`src/rtl/regfile_pkg.sv`:
```
`default_nettype none
// ============================================================================
// Module      : regfile_pkg
// Description : Shared definitions for the 4-entry register-file command
//               sequencer: default data width, register address width,
//               command op codes and sequencer state encoding.
// Revision    : 1.0 - initial release
// ============================================================================
package regfile_pkg;

    localparam int DATA_W_DEFAULT = 8;
    localparam int REG_ADDR_W     = 2;

    // Command op codes
    localparam logic [1:0] OP_NOP   = 2'b00;
    localparam logic [1:0] OP_WRITE = 2'b01;
    localparam logic [1:0] OP_READ  = 2'b10;
    localparam logic [1:0] OP_ADD   = 2'b11;

    // Sequencer state encoding
    localparam int         ST_W     = 2;
    localparam logic [1:0] ST_IDLE  = 2'd0;
    localparam logic [1:0] ST_READ  = 2'd1;
    localparam logic [1:0] ST_WRITE = 2'd2;
    localparam logic [1:0] ST_RESP  = 2'd3;

endpackage : regfile_pkg
`default_nettype wire

```
`src/rtl/regfile_seq.sv`:
```
`default_nettype none
// ============================================================================
// Module      : regfile_seq
// Description : Command sequencer for a 4 x DATA_W register file. Accepts
//               WRITE / READ / ADD commands over valid/ready, drives the
//               write-side demux controls and the read-side 4:1 mux, and
//               returns one response per non-NOP command.
// Ports       : clk, reset          - clock, synchronous active-high reset
//               cmd_*               - command handshake (op, addr, wdata)
//               wr_sel/wr_data/wr_store - data demux + store demux controls
//               rd_sel/rd_en_n/rd_y - read mux select/enable and its output
//               rsp_*               - response handshake (data, carry)
// Revision    : 1.0 - initial release
// ============================================================================
module regfile_seq
    import regfile_pkg::*;
#(
    parameter int DATA_W = DATA_W_DEFAULT
) (
    input  logic                  clk,
    input  logic                  reset,
    input  logic                  cmd_valid,
    output logic                  cmd_ready,
    input  logic [1:0]            cmd_op,
    input  logic [REG_ADDR_W-1:0] cmd_addr,
    input  logic [DATA_W-1:0]     cmd_wdata,
    output logic [REG_ADDR_W-1:0] wr_sel,
    output logic [DATA_W-1:0]     wr_data,
    output logic                  wr_store,
    output logic [REG_ADDR_W-1:0] rd_sel,
    output logic                  rd_en_n,
    input  logic [DATA_W-1:0]     rd_y,
    output logic                  rsp_valid,
    input  logic                  rsp_ready,
    output logic [DATA_W-1:0]     rsp_data,
    output logic                  rsp_carry
);

    logic [ST_W-1:0]       r_state;
    logic [ST_W-1:0]       w_next_state;
    logic [1:0]            r_op;
    logic [REG_ADDR_W-1:0] r_addr;
    logic [DATA_W-1:0]     r_wdata;
    logic [DATA_W-1:0]     r_operand;
    logic                  w_accept;
    logic [DATA_W:0]       w_sum;

    assign w_accept = cmd_valid && cmd_ready;

    // One extra bit so the ADD carry-out falls out of the same adder.
    assign w_sum = {1'b0, r_operand} + {1'b0, r_wdata};

    // ------------------------------------------------------------------
    // State register
    // ------------------------------------------------------------------
    always_ff @(posedge clk) begin
        if (reset) begin
            r_state <= ST_IDLE;
        end else begin
            r_state <= w_next_state;
        end
    end

    // ------------------------------------------------------------------
    // Next-state logic
    // ------------------------------------------------------------------
    always_comb begin
        w_next_state = r_state;
        case (r_state)
            ST_IDLE: begin
                if (w_accept) begin
                    case (cmd_op)
                        OP_WRITE: w_next_state = ST_WRITE;
                        OP_READ:  w_next_state = ST_READ;
                        OP_ADD:   w_next_state = ST_READ;
                        default:  w_next_state = ST_IDLE;
                    endcase
                end
            end
            ST_READ:  w_next_state = (r_op == OP_ADD) ? ST_WRITE : ST_RESP;
            ST_WRITE: w_next_state = ST_RESP;
            ST_RESP:  w_next_state = rsp_ready ? ST_IDLE : ST_RESP;
            default:  w_next_state = ST_IDLE;
        endcase
    end

    // ------------------------------------------------------------------
    // Command latch and read operand capture. These hold steady through
    // RESP, which keeps rsp_data/rsp_carry stable under backpressure.
    // ------------------------------------------------------------------
    always_ff @(posedge clk) begin
        if (reset) begin
            r_op      <= OP_NOP;
            r_addr    <= '0;
            r_wdata   <= '0;
            r_operand <= '0;
        end else begin
            if (w_accept) begin
                r_op    <= cmd_op;
                r_addr  <= cmd_addr;
                r_wdata <= cmd_wdata;
            end
            if (r_state == ST_READ) begin
                r_operand <= rd_y;
            end
        end
    end

    // ------------------------------------------------------------------
    // Output logic
    // ------------------------------------------------------------------
    always_comb begin
        cmd_ready = 1'b0;
        wr_sel    = '0;
        wr_data   = '0;
        wr_store  = 1'b0;
        rd_sel    = '0;
        rd_en_n   = 1'b1;
        rsp_valid = 1'b0;
        rsp_data  = '0;
        rsp_carry = 1'b0;
        case (r_state)
            ST_IDLE: begin
                cmd_ready = !reset;
            end
            ST_READ: begin
                rd_sel  = r_addr;
                rd_en_n = 1'b0;
            end
            ST_WRITE: begin
                wr_sel   = r_addr;
                wr_store = 1'b1;
                wr_data  = (r_op == OP_ADD) ? w_sum[DATA_W-1:0] : r_wdata;
            end
            ST_RESP: begin
                rsp_valid = 1'b1;
                case (r_op)
                    OP_WRITE: rsp_data = r_wdata;
                    OP_READ:  rsp_data = r_operand;
                    OP_ADD: begin
                        rsp_data  = w_sum[DATA_W-1:0];
                        rsp_carry = w_sum[DATA_W];
                    end
                    default:  rsp_data = '0;
                endcase
            end
            default: begin
                cmd_ready = 1'b0;
            end
        endcase
    end

endmodule : regfile_seq
`default_nettype wire

```
`config.mk`:
```
export PLATFORM = sky130hd
export DESIGN_NAME = regfile_seq
export DESIGN_NICKNAME = d
export VERILOG_FILES = /design/src/rtl/regfile_pkg.sv /design/src/rtl/regfile_seq.sv
export SDC_FILE = /design/constraint.sdc
export NUM_CORES = 1
export LEC_CHECK = 0
export CORE_MARGIN = 3
export CORE_UTILIZATION = 50
export DETAILED_ROUTE_END_ITERATION = 12
export PLACE_DENSITY_LB_ADDON = 0.05
export SLEW_MARGIN = 10
export SYNTH_ARGS = -nofsm -noshare
export SYNTH_HDL_FRONTEND = slang
export SYNTH_SLANG_ARGS = --single-unit
```
`constraint.sdc`:
```
create_clock -name clk -period 6.46 [get_ports clk]
set_input_delay 0.969 -clock clk [delete_from_list [all_inputs] [get_ports clk]]
set_output_delay 0.969 -clock clk [all_outputs]
set_load 0.02 [all_outputs]
```
==> results.txt <==
The tools report the number of endpoints with negative hold slack in the final report as 0. The run finished with clean final reports. Setup total negative slack on the finished layout was measured at 0 ps. After clock tree synthesis, the repair step resized 0 gates. The routed layout has 1,601 vias.

The slowest stage of the critical path is the clkdlybuf4s50_1 cell. For this run, design rule violations remaining after detail routing come to 0. Cell type with the largest total area after synthesis: dfxtp_1. In the final layout, the share of cells above drive strength 1 is 4.40%. The sequential share of the synthesized area is 28.4%, and the maximum buffer depth of the clock tree is 2.

Setup violations remaining at the end of the flow were counted as 0. The kind of launch point of the worst setup path was a flip-flop. The die span in y is 61.7 um, and the maximum operating frequency is 257 MHz. X dimension of the die: 61.7 um. At the later pin of the worst-skew pair, clock insertion delay measures 300 ps. The number of placement rows was 19. The number of fillers in the final layout is 248, and the data arrival time of the critical path is 2930 ps. At the worst endpoint, the required time is 5490 ps. Once detail routing completed, the nets flagged for antenna violations numbered 0. Global-route wire length before repair: 6560 um. Register bit count reported by yosys: 22. Area of the multi-input gates: 1000 um2. The area of the core was 2850 um2. The die covers 3800 um2. The logs give 26 for the largest net degree at the start of global routing and 0 for the number of diodes.

The post-route minimum period was 3900 ps; the area added between synthesis and finish was 31.2%. TritonCTS built the clock tree. Setup repair after global routing left no endpoint under its margin. The tools report the post-synth net total as 245. The routed length per placed instance is 14.2 um, and the peak supply drop is 0.116 mV. Summed over all layers, the routed wires come to 3990 um.

The number of cells produced by synthesis is 212, and the count of nets after finishing is 284. After layout, the worst path uses 60.3% of the clock period. The number of vias per cell works out to 5.70. The clock transition at the registers of the reported paths is 120 ps. The number of buffers created by CTS was 3. The tool flagged a number of max-cap violations equal to 0. In this run the worst path has a maximum fanout of 4. The remaining global-route overflow is 0, and the top cell type's share of synthesized area is 28.4%. Pin placement for this block handled 49 I/O pins.

The congestion estimate from routability-driven global placement came to 0.920. During synthesis, Yosys emitted a total of 0 warnings. The level count of the clock H-tree is 1, and the number of buffers inserted by port buffering is 48. The worst setup path is of the reg2out kind.

For the effective utilization at floorplan, the log shows 54.3%. On the worst path, the slowest cell contributes a delay of 640 ps. Registers take 440 um2. The signal on the critical path passes through ha_1 -> fa_1 -> a211oi_1 -> o21ai_1 -> mux2i_1 -> a21oi_1 -> o32ai_2 -> clkdlybuf4s50_1. For the clock skew, the log shows 0.759 ps.

The tools report the number of global-route vias before repair as 1,462. Counting every sink on the clock net gives 22. The first detailed-routing pass took 4 iterations. The leakage power total came out at 0.741 nW.

CTS placed an instance of clkbuf_4 at the clock tree root. The count of unique library cells instantiated by Yosys came out at 44. The worst setup path is captured at an output pin. The run gives 0 as the number of antenna violations at the first check in global routing. Summing internal, switching and leakage power gives 0.000361 W.

The logs give 1550 um2 for the total standard cell area after synthesis and 0 for the total count of max-transition violations in the final report. The detailed router finished its first iteration with 79 violations. The worst pin sits at a relative slew slack of 50.0%.

Global routing used 23.3% of the available tracks across all layers. Yosys attributes the largest share of cell area to dfxtp_1, nand2_1, a21oi_1. The wire-length estimate of the detail-placed layout is 3090 um. The path class of the tightest hold or removal check is reg2reg. Measured slew at the worst slew-check pin: 749 ps. The total setup buffers inserted after CTS was 0; the total power divided by cell area was 177 nW/um2.

For this design, the CTS-stage hold fixing added 0 buffers. Dividing the synthesized area by the synthesized cell count gives 7.31 um2.
registers in the layout (all words and copies together) (netlist names):
signal and cells:
r_addr 2, r_op 2, r_operand 8, r_state 2
r_wdata 8
metrics by stage:
| stage | hold WS (ps) | setup WS (ps) | cells | instance area, um2 | util [%] |
|---|---|---|---|---|---|
| after CTS | 491 | 2570 | 281 | 2030 | 71.2 |
| after detailed placement | 471 | 2750 | 277 | 2000 | 70.0 |
| after floorplan | 450 | 3530 | 212 | 1550 | - |
| after global routing | 514 | 2380 | 281 | 2030 | 71.2 |
| final | 491 | 2560 | 281 | 2030 | 71.2 |
| after global placement | 465 | 2790 | 277 | 2000 | 70.0 |
area by class of cell:
| type | count | area share [%] |
|---|---|---|
| inverter | 9 | 1.66 |
| tap | 31 | 1.91 |
| clock buffer | 4 | 1.79 |
| sequential | 22 | 21.7 |
| timing repair buffer | 48 | 23.6 |
| multi-input combinational | 167 | 49.3 |
report_power, final:
part | switching [W] | internal (W) | leakage (nW)
Sequential | 0.0000192 | 0.000150 | 0.180
Combinational | 0.0000643 | 0.0000528 | 0.540
Clock | 0.0000401 | 0.0000344 | 0.0210
logic make-up (layout without fill, tap and decap cells):
group                      count (synthesis)  after routing  share of synthesized area, %
muxes                                      4              4                          2.67
adders and majority gates                  9              9                          7.75
DFF                                       22             22                          28.4
xor gates and xnor gates                   4              4                          2.26
AOI/OAI and AO/OA                         66             66                          27.5
and+or+nand+nor                           84             84                          24.6
buffers and inverters                     23             61                          6.87
cells in the final DEF (no fill, tap or decap), drive strengths merged:
master | Yosys | routed
a211oi | 7 | 7
a21o | 3 | 3
a21oi | 27 | 27
a221oi | 3 | 3
a22o | 1 | 1
a22oi | 2 | 2
a311oi | 1 | 1
a31oi | 4 | 4
and2 | 2 | 2
and3 | 2 | 2
and4 | 1 | 1
clkbuf | 3 | 4
clkdlybuf4s50 | 0 | 48
dfxtp | 22 | 22
fa | 1 | 1
ha | 8 | 8
inv | 9 | 9
mux2 | 1 | 1
mux2i | 3 | 3
nand2 | 42 | 42
nand2b | 10 | 10
nand3 | 4 | 4
nand3b | 1 | 1
nor2 | 16 | 16
nor2b | 1 | 1
nor3 | 2 | 2
nor4 | 1 | 1
o211ai | 2 | 2
o21ai | 11 | 11
o21bai | 1 | 1
o31ai | 3 | 3
o32ai | 1 | 1
or3 | 1 | 1
or4 | 1 | 1
xnor2 | 3 | 3
xor2 | 1 | 1
routing by layer:
layer  share of wire, %  track usage (%)  vias up
met5                  0                0        -
met4                2.4             10.3        0
met3                5.8             4.40       10
met2                 46             37.8       63
met1                 46             30.0      708
li1                   -                -      820
synthesized netlist by cell type, drive strengths merged:
master,instances
a31oi,4
a22oi,2
or3,1
dfxtp,22
a221oi,3
and3,2
nand2b,10
o21bai,1
o21ai,11
xor2,1
buf,11
o32ai,1
nor2b,1
nand3b,1
and4,1
a211oi,7
a311oi,1
nor3,2
a22o,1
nor4,1
nand2,42
a21oi,27
o31ai,3
a21o,3
clkbuf,3
o211ai,2
or4,1
fa,1
nand3,4
xnor2,3
ha,8
inv,9
mux2,1
nor2,16
and2,2
mux2i,3
worst paths after layout:
kind / cells past startpoint / to / start / slack, ps
worst min register to register: 2 / r_operand[2]$_SDFFE_PP0P_ / r_operand[2]$_SDFFE_PP0P_ / 490
worst min-delay path: 2 / r_operand[2]$_SDFFE_PP0P_ / r_operand[2]$_SDFFE_PP0P_ / 490
worst max register to register: 4 / r_state[1]$_SDFFE_PP0P_ / r_state[1]$_SDFFE_PP0P_ / 4620
worst max-delay path: 8 / rsp_data[6] / r_wdata[0]$_SDFFE_PP0P_ / 2560
worst max-delay path, delay by kind of cell (launching register included):
kind                       cells  cell delay [ps]
AOI/OAI and AO/OA              4              670
adders and majority gates      2              710
buffers and inverters          1              640
DFF                            1              360
muxes                          1              250
(Power assumes the default switching activity.)
